### config.mk
export PLATFORM = sky130hd
export DESIGN_NAME = debug_regs_ctrl
export DESIGN_NICKNAME = d
export VERILOG_FILES = /design/src/rtl/debug_regs_ctrl.sv
export SDC_FILE = /design/constraint.sdc
export NUM_CORES = 1
export LEC_CHECK = 0
export CAP_MARGIN = 20
export CORE_MARGIN = 2
export CORE_UTILIZATION = 45
export CTS_CLUSTER_DIAMETER = 200
export CTS_CLUSTER_SIZE = 30
export DETAILED_ROUTE_END_ITERATION = 12
export GPL_ROUTABILITY_DRIVEN = 0
export PLACE_DENSITY = 0.93
export RECOVER_POWER = 100
export SYNTH_ARGS = -nofsm -noshare
export SYNTH_HDL_FRONTEND = slang
export SYNTH_SLANG_ARGS = --single-unit
export TNS_END_PERCENT = 10
### constraint.sdc
create_clock -name clk -period 3.74 [get_ports clk]
set_clock_uncertainty 0.15 [all_clocks]
set_input_delay 0.935 -clock clk [delete_from_list [all_inputs] [get_ports clk]]
set_output_delay 0.935 -clock clk [all_outputs]
set_load 0.03 [all_outputs]
### src/rtl/debug_regs_ctrl.sv
// Debug register-file access controller: halts the core, owns the RF port, performs one access per request.
// Access latency: ack in the third cycle counting the HALTED cycle that samples dbg_req; plus halt wait from IDLE.
module debug_regs_ctrl #(
    parameter int DATA_W   = 32,
    parameter int REG_AW   = 5,
    parameter int HALT_TMO = 255
) (
    input  logic              clk,
    input  logic              rst_n,
    input  logic              dbg_halt,
    input  logic              dbg_req,
    input  logic              dbg_we,
    input  logic [REG_AW-1:0] dbg_addr,
    input  logic [DATA_W-1:0] dbg_wdata,
    output logic              dbg_ack,
    output logic              dbg_err,
    output logic [DATA_W-1:0] dbg_rdata,
    output logic              halt_req,
    input  logic              core_halted,
    output logic              halted_ind,
    output logic              rf_sel,
    output logic              rf_we,
    output logic [REG_AW-1:0] rf_waddr,
    output logic [DATA_W-1:0] rf_wdata,
    output logic [REG_AW-1:0] rf_raddr,
    input  logic [DATA_W-1:0] rf_rdata
);

    localparam int CNT_W = (HALT_TMO < 1) ? 1 : $clog2(HALT_TMO + 1);

    typedef enum logic [2:0] {
        IDLE      = 3'd0,
        HALT_WAIT = 3'd1,
        HALTED    = 3'd2,
        ACCESS    = 3'd3,
        RESP      = 3'd4,
        DROP      = 3'd5
    } state_t;

    state_t           state;
    state_t           state_nxt;
    logic [CNT_W-1:0] cnt;
    logic [CNT_W-1:0] cnt_nxt;
    logic             tmo_hit;
    logic             err_nxt;
    logic             own_nxt;
    logic             latch;
    logic             acc_we;

    assign tmo_hit = (cnt == CNT_W'(HALT_TMO));

    always_comb begin
        state_nxt = state;
        cnt_nxt   = cnt;
        err_nxt   = 1'b0;
        latch     = 1'b0;
        case (state)
            IDLE: begin
                if (dbg_halt || dbg_req) begin
                    state_nxt = HALT_WAIT;
                    cnt_nxt   = '0;
                end
            end
            HALT_WAIT: begin
                // Counter saturates at the timeout value
                if (!tmo_hit) cnt_nxt = cnt + 1'b1;
                if (core_halted) begin
                    state_nxt = HALTED;
                end else if (tmo_hit) begin
                    state_nxt = RESP;
                    err_nxt   = 1'b1;
                end else if (!dbg_req && !dbg_halt) begin
                    state_nxt = IDLE;
                end
            end
            HALTED: begin
                if (dbg_req) begin
                    state_nxt = ACCESS;
                    latch     = 1'b1;
                end else if (!dbg_halt) begin
                    state_nxt = IDLE;
                end
            end
            ACCESS: state_nxt = RESP;
            RESP:   state_nxt = dbg_err ? IDLE : DROP;
            DROP: begin
                if (!dbg_req) state_nxt = HALTED;
            end
            default: state_nxt = IDLE;
        endcase
        // Ownership is held through a normal response, but not through a timeout response
        own_nxt = (state_nxt == HALTED) || (state_nxt == ACCESS) || (state_nxt == DROP) ||
                  ((state_nxt == RESP) && !err_nxt);
    end

    always_ff @(posedge clk or negedge rst_n) begin
        if (!rst_n) begin
            state      <= IDLE;
            cnt        <= '0;
            acc_we     <= 1'b0;
            halt_req   <= 1'b0;
            rf_sel     <= 1'b0;
            halted_ind <= 1'b0;
            dbg_ack    <= 1'b0;
            dbg_err    <= 1'b0;
            rf_we      <= 1'b0;
            rf_waddr   <= '0;
            rf_wdata   <= '0;
            rf_raddr   <= '0;
            dbg_rdata  <= '0;
        end else begin
            state      <= state_nxt;
            cnt        <= cnt_nxt;
            halt_req   <= (state_nxt != IDLE);
            rf_sel     <= own_nxt;
            halted_ind <= own_nxt;
            dbg_ack    <= (state_nxt == RESP);
            dbg_err    <= err_nxt;
            // Writes to index 0 complete normally but never strobe the register file
            rf_we      <= latch && dbg_we && (dbg_addr != '0);
            if (latch) begin
                acc_we   <= dbg_we;
                rf_waddr <= dbg_addr;
                rf_wdata <= dbg_wdata;
                rf_raddr <= dbg_addr;
            end
            if ((state == ACCESS) && !acc_we) dbg_rdata <= rf_rdata;
        end
    end

endmodule
==> results.sh <==
export IMPL_setup_viol=0
export IMPL_routed_wirelength_um=8190
export IMPL_p_switching_w=0.00197
export IMPL_syn_num_nets=315
export IMPL_syn_avg_cell_area_um2=14.5
export IMPL_drv_slew=33
export IMPL_start_util_pct=45.7
export IMPL_clkLatencyLatePin_ps=340
export IMPL_first_global_vias=2750
export IMPL_ant_nets=0
export IMPL_netlist_instances=239
export IMPL_tns_ps=0
export IMPL_switching_share_pct=41.5
export IMPL_slew_headroom_pct=-18.3
export IMPL_drc=0
export IMPL_worst_slew_pin_slew_ps=1770
export IMPL_drt_iter0_drc=88
export IMPL_finalCriticalPeriod_ps=2960
export IMPL_cts_clk_slew_worst_paths_ps=90
export IMPL_vias=2536
export IMPL_grt_max_degree=87
export IMPL_rows=32
export IMPL_dieHeight_um=91.9
export IMPL_cts_setup_buffers=0
export IMPL_violations="capacitance limit, slew limit"
export IMPL_root_buffer="clkbuf_8"
export IMPL_htree_levels=3
export IMPL_p_leak_nw=2.23
export IMPL_fin_cells=497
export IMPL_synth_warnings=0
export IMPL_io_pins=155
export IMPL_crit_fanout=32
export IMPL_core_um2=7610
export IMPL_worstPathRequired_ps=3810
export IMPL_cap_violations=1
export IMPL_cts_tree="yes"
export IMPL_end_kind="register"
export IMPL_yosys_register_bits=86
export IMPL_dpl_hpwl_um=6020
export IMPL_dp_cells=480
export IMPL_max_freq_ghz=0.338
export IMPL_drive_gt1_share_pct=23.5
export IMPL_cts_resized=0
export IMPL_arrival_ps=3030
export IMPL_syn2layout_area_growth_pct=52.4
export IMPL_netlist_area_um2=3480
export IMPL_viasPerCell=5.10
export IMPL_fp_dieW_um=91.9
export IMPL_grt_overflow_total=0
export IMPL_nNetsFinal=466
export IMPL_ir_drop_uv=412
export IMPL_clock_sinks=86
export IMPL_wire_per_inst_um=16.5
export IMPL_cts_hold_buf=0
export IMPL_antenna_found_initial=0
export IMPL_grt_pass1_wl_um=13300
export IMPL_n_antenna_cell=0
export IMPL_hp_class="reg2reg"
export IMPL_synth_yosys_seq_area_share_pct=61.9
export IMPL_outcome="finished, violations left"
export IMPL_portBuffers=154
export IMPL_finalHoldViolations=0
export IMPL_dieArea_um2=8440
export IMPL_grtUsageTotal_pct=19.9
export IMPL_combPwrFrac_pct=51.9
export IMPL_p_per_area_nw_per_um2=893
export IMPL_crit_type="reg2reg"
export IMPL_cts_made_buffers=9
export IMPL_synth_distinct_cells=39
export IMPL_drt_pass1_iter_count=4
export IMPL_max_clock_path_buffers=2
export IMPL_pwr_share_clk_pct=13.7
export IMPL_power_w=0.00473
export IMPL_rsz0062_at_grt="no"
export IMPL_cellInternalPower_w=0.00277
export IMPL_critical_path_startpoint_type="register"
export IMPL_fin_hold_ws_ps=341
export IMPL_fin_crit_sh_pct=79.1
export IMPL_pwr_share_seq_pct=34.4
## routing by layer
metal,vias up,share of wire (%),track usage (%)
met1,1284,39,23.7
met2,89,53,34.7
met5,-,0,0
met3,12,6.5,5.34
li1,1151,-,-
met4,0,1.5,7.09
## registers in the layout, summed over array words and instances, names as in the netlist, 3 cells and up
| signal | flops |
|---|---|
| rf_wdata | 32 |
| cnt | 8 |
| dbg_rdata | 32 |
| rf_raddr | 5 |
| state | 3 |
## synth_stat cells
cell type  instances  area share (%)
and3_2             1            0.22
nor3_1             1            0.14
or4_1              2            0.43
nor3b_4            1            0.54
dfrtp_1           86              62
nor2b_1            2            0.36
o41ai_1            1            0.25
and2b_2            1            0.25
o31ai_1            1            0.22
xor2_1             2            0.50
inv_1              3            0.32
or3_2              1            0.22
mux2i_1            2            0.58
o31a_1             1            0.25
a221o_1            1            0.29
nor2_1             5            0.54
a211oi_1           1            0.22
o32a_1             1            0.29
or2_4              1            0.25
or3_1              2            0.36
mux2_1             1            0.32
a21oi_1            4            0.58
o211ai_1           2            0.43
nand2_1            5            0.54
mux2_2            68              22
buf_6              1            0.32
nor4_1             3            0.54
nand4_2            1            0.36
nand2b_1           5            0.90
nor3b_1            1            0.22
ha_1               1            0.36
nor4bb_1           1            0.29
clkbuf_1           1            0.11
and4bb_2           1            0.36
nand3_1            5            0.72
and3_1             1            0.18
buf_4              6             1.3
o21ai_0            7             1.0
buf_2              9             1.3
## kinds of logic (layout without fill, tap and decap cells)
kind of cell	after synthesis	after routing	share of synthesized area, %
flops	86	86	61.9
mux	71	71	22.9
simple gates	40	40	7.42
buf+inv	20	176	3.35
compound gates	19	19	3.53
xor+xnor	2	2	0.504
fa+ha+maj	1	1	0.360
## per-stage QoR
| stage | setup WS, ps | cell area, um^2 | utilization, % |
|---|---|---|---|
| floorplan | 1550 | 3480 | - |
| global placement | 828 | 5080 | 66.8 |
| detailed placement | 776 | 5080 | 66.8 |
| CTS | 1140 | 5280 | 69.4 |
| global route | 585 | 5300 | 69.6 |
| finish | 783 | 5300 | 69.6 |
## area by class of cell
class                      count  area [um^2]
inverter                       3         11.3
multi-input combinational    133         1220
timing repair buffer         157         1590
clock buffer                   9          124
sequential                    86         2150
fill                         555         2310
tap                          102          128
clock inverter                 7         73.8
## layout by cell type, fill, tap and decap left out, types with 2 or more instances in the layout
cell type        Yosys  routed
a21oi_1              4       4
clkbuf_1             1       2
clkbuf_8             0       9
clkdlybuf4s50_1      0      71
clkinvlp_4           0       4
dfrtp_1             86      86
dlygate4sd3_1        0      82
inv_1                3       3
mux2_2              68      68
mux2i_1              2       2
nand2_1              5       5
nand2b_1             5       5
nand3_1              5       5
nor2_1               5       5
nor2b_1              2       2
nor4_1               3       3
o211ai_1             2       2
o21ai_0              7       7
or3_1                2       2
or4_1                2       2
xor2_1               2       2
## power by group through the flow
stage,combinational (W),clock (W),sequential (W)
2_1_floorplan,0.000802,0,0.00239
3_3_place_gp,0.00257,0,0.00164
4_1_cts,0.00263,0.000664,0.00166
5_1_grt,0.00258,0.000703,0.00170
6_report,0.00246,0.000647,0.00163
3_5_place_dp,0.00262,0,0.00167
## worst max-delay path, cell delays in order, from the launching register on
cell,delay (ps)
dfrtp_1,580
nor4bb_4,340
clkbuf_1,1300
mux2_2,450
## worst paths after layout
kind,startpoint,to,slack (ps),cells past startpoint
max,state[2],dbg_rdata[12],780,3
min,dbg_rdata[6],dbg_rdata[6],340,1
max reg2reg,state[2],dbg_rdata[12],780,3
min reg2reg,dbg_rdata[6],dbg_rdata[6],340,1
max in group asynchronous,rst_n,cnt[3],2100,2
min in group asynchronous,rst_n,rf_wdata[26],520,1
Note: power is estimated with default switching activity, not from simulation.
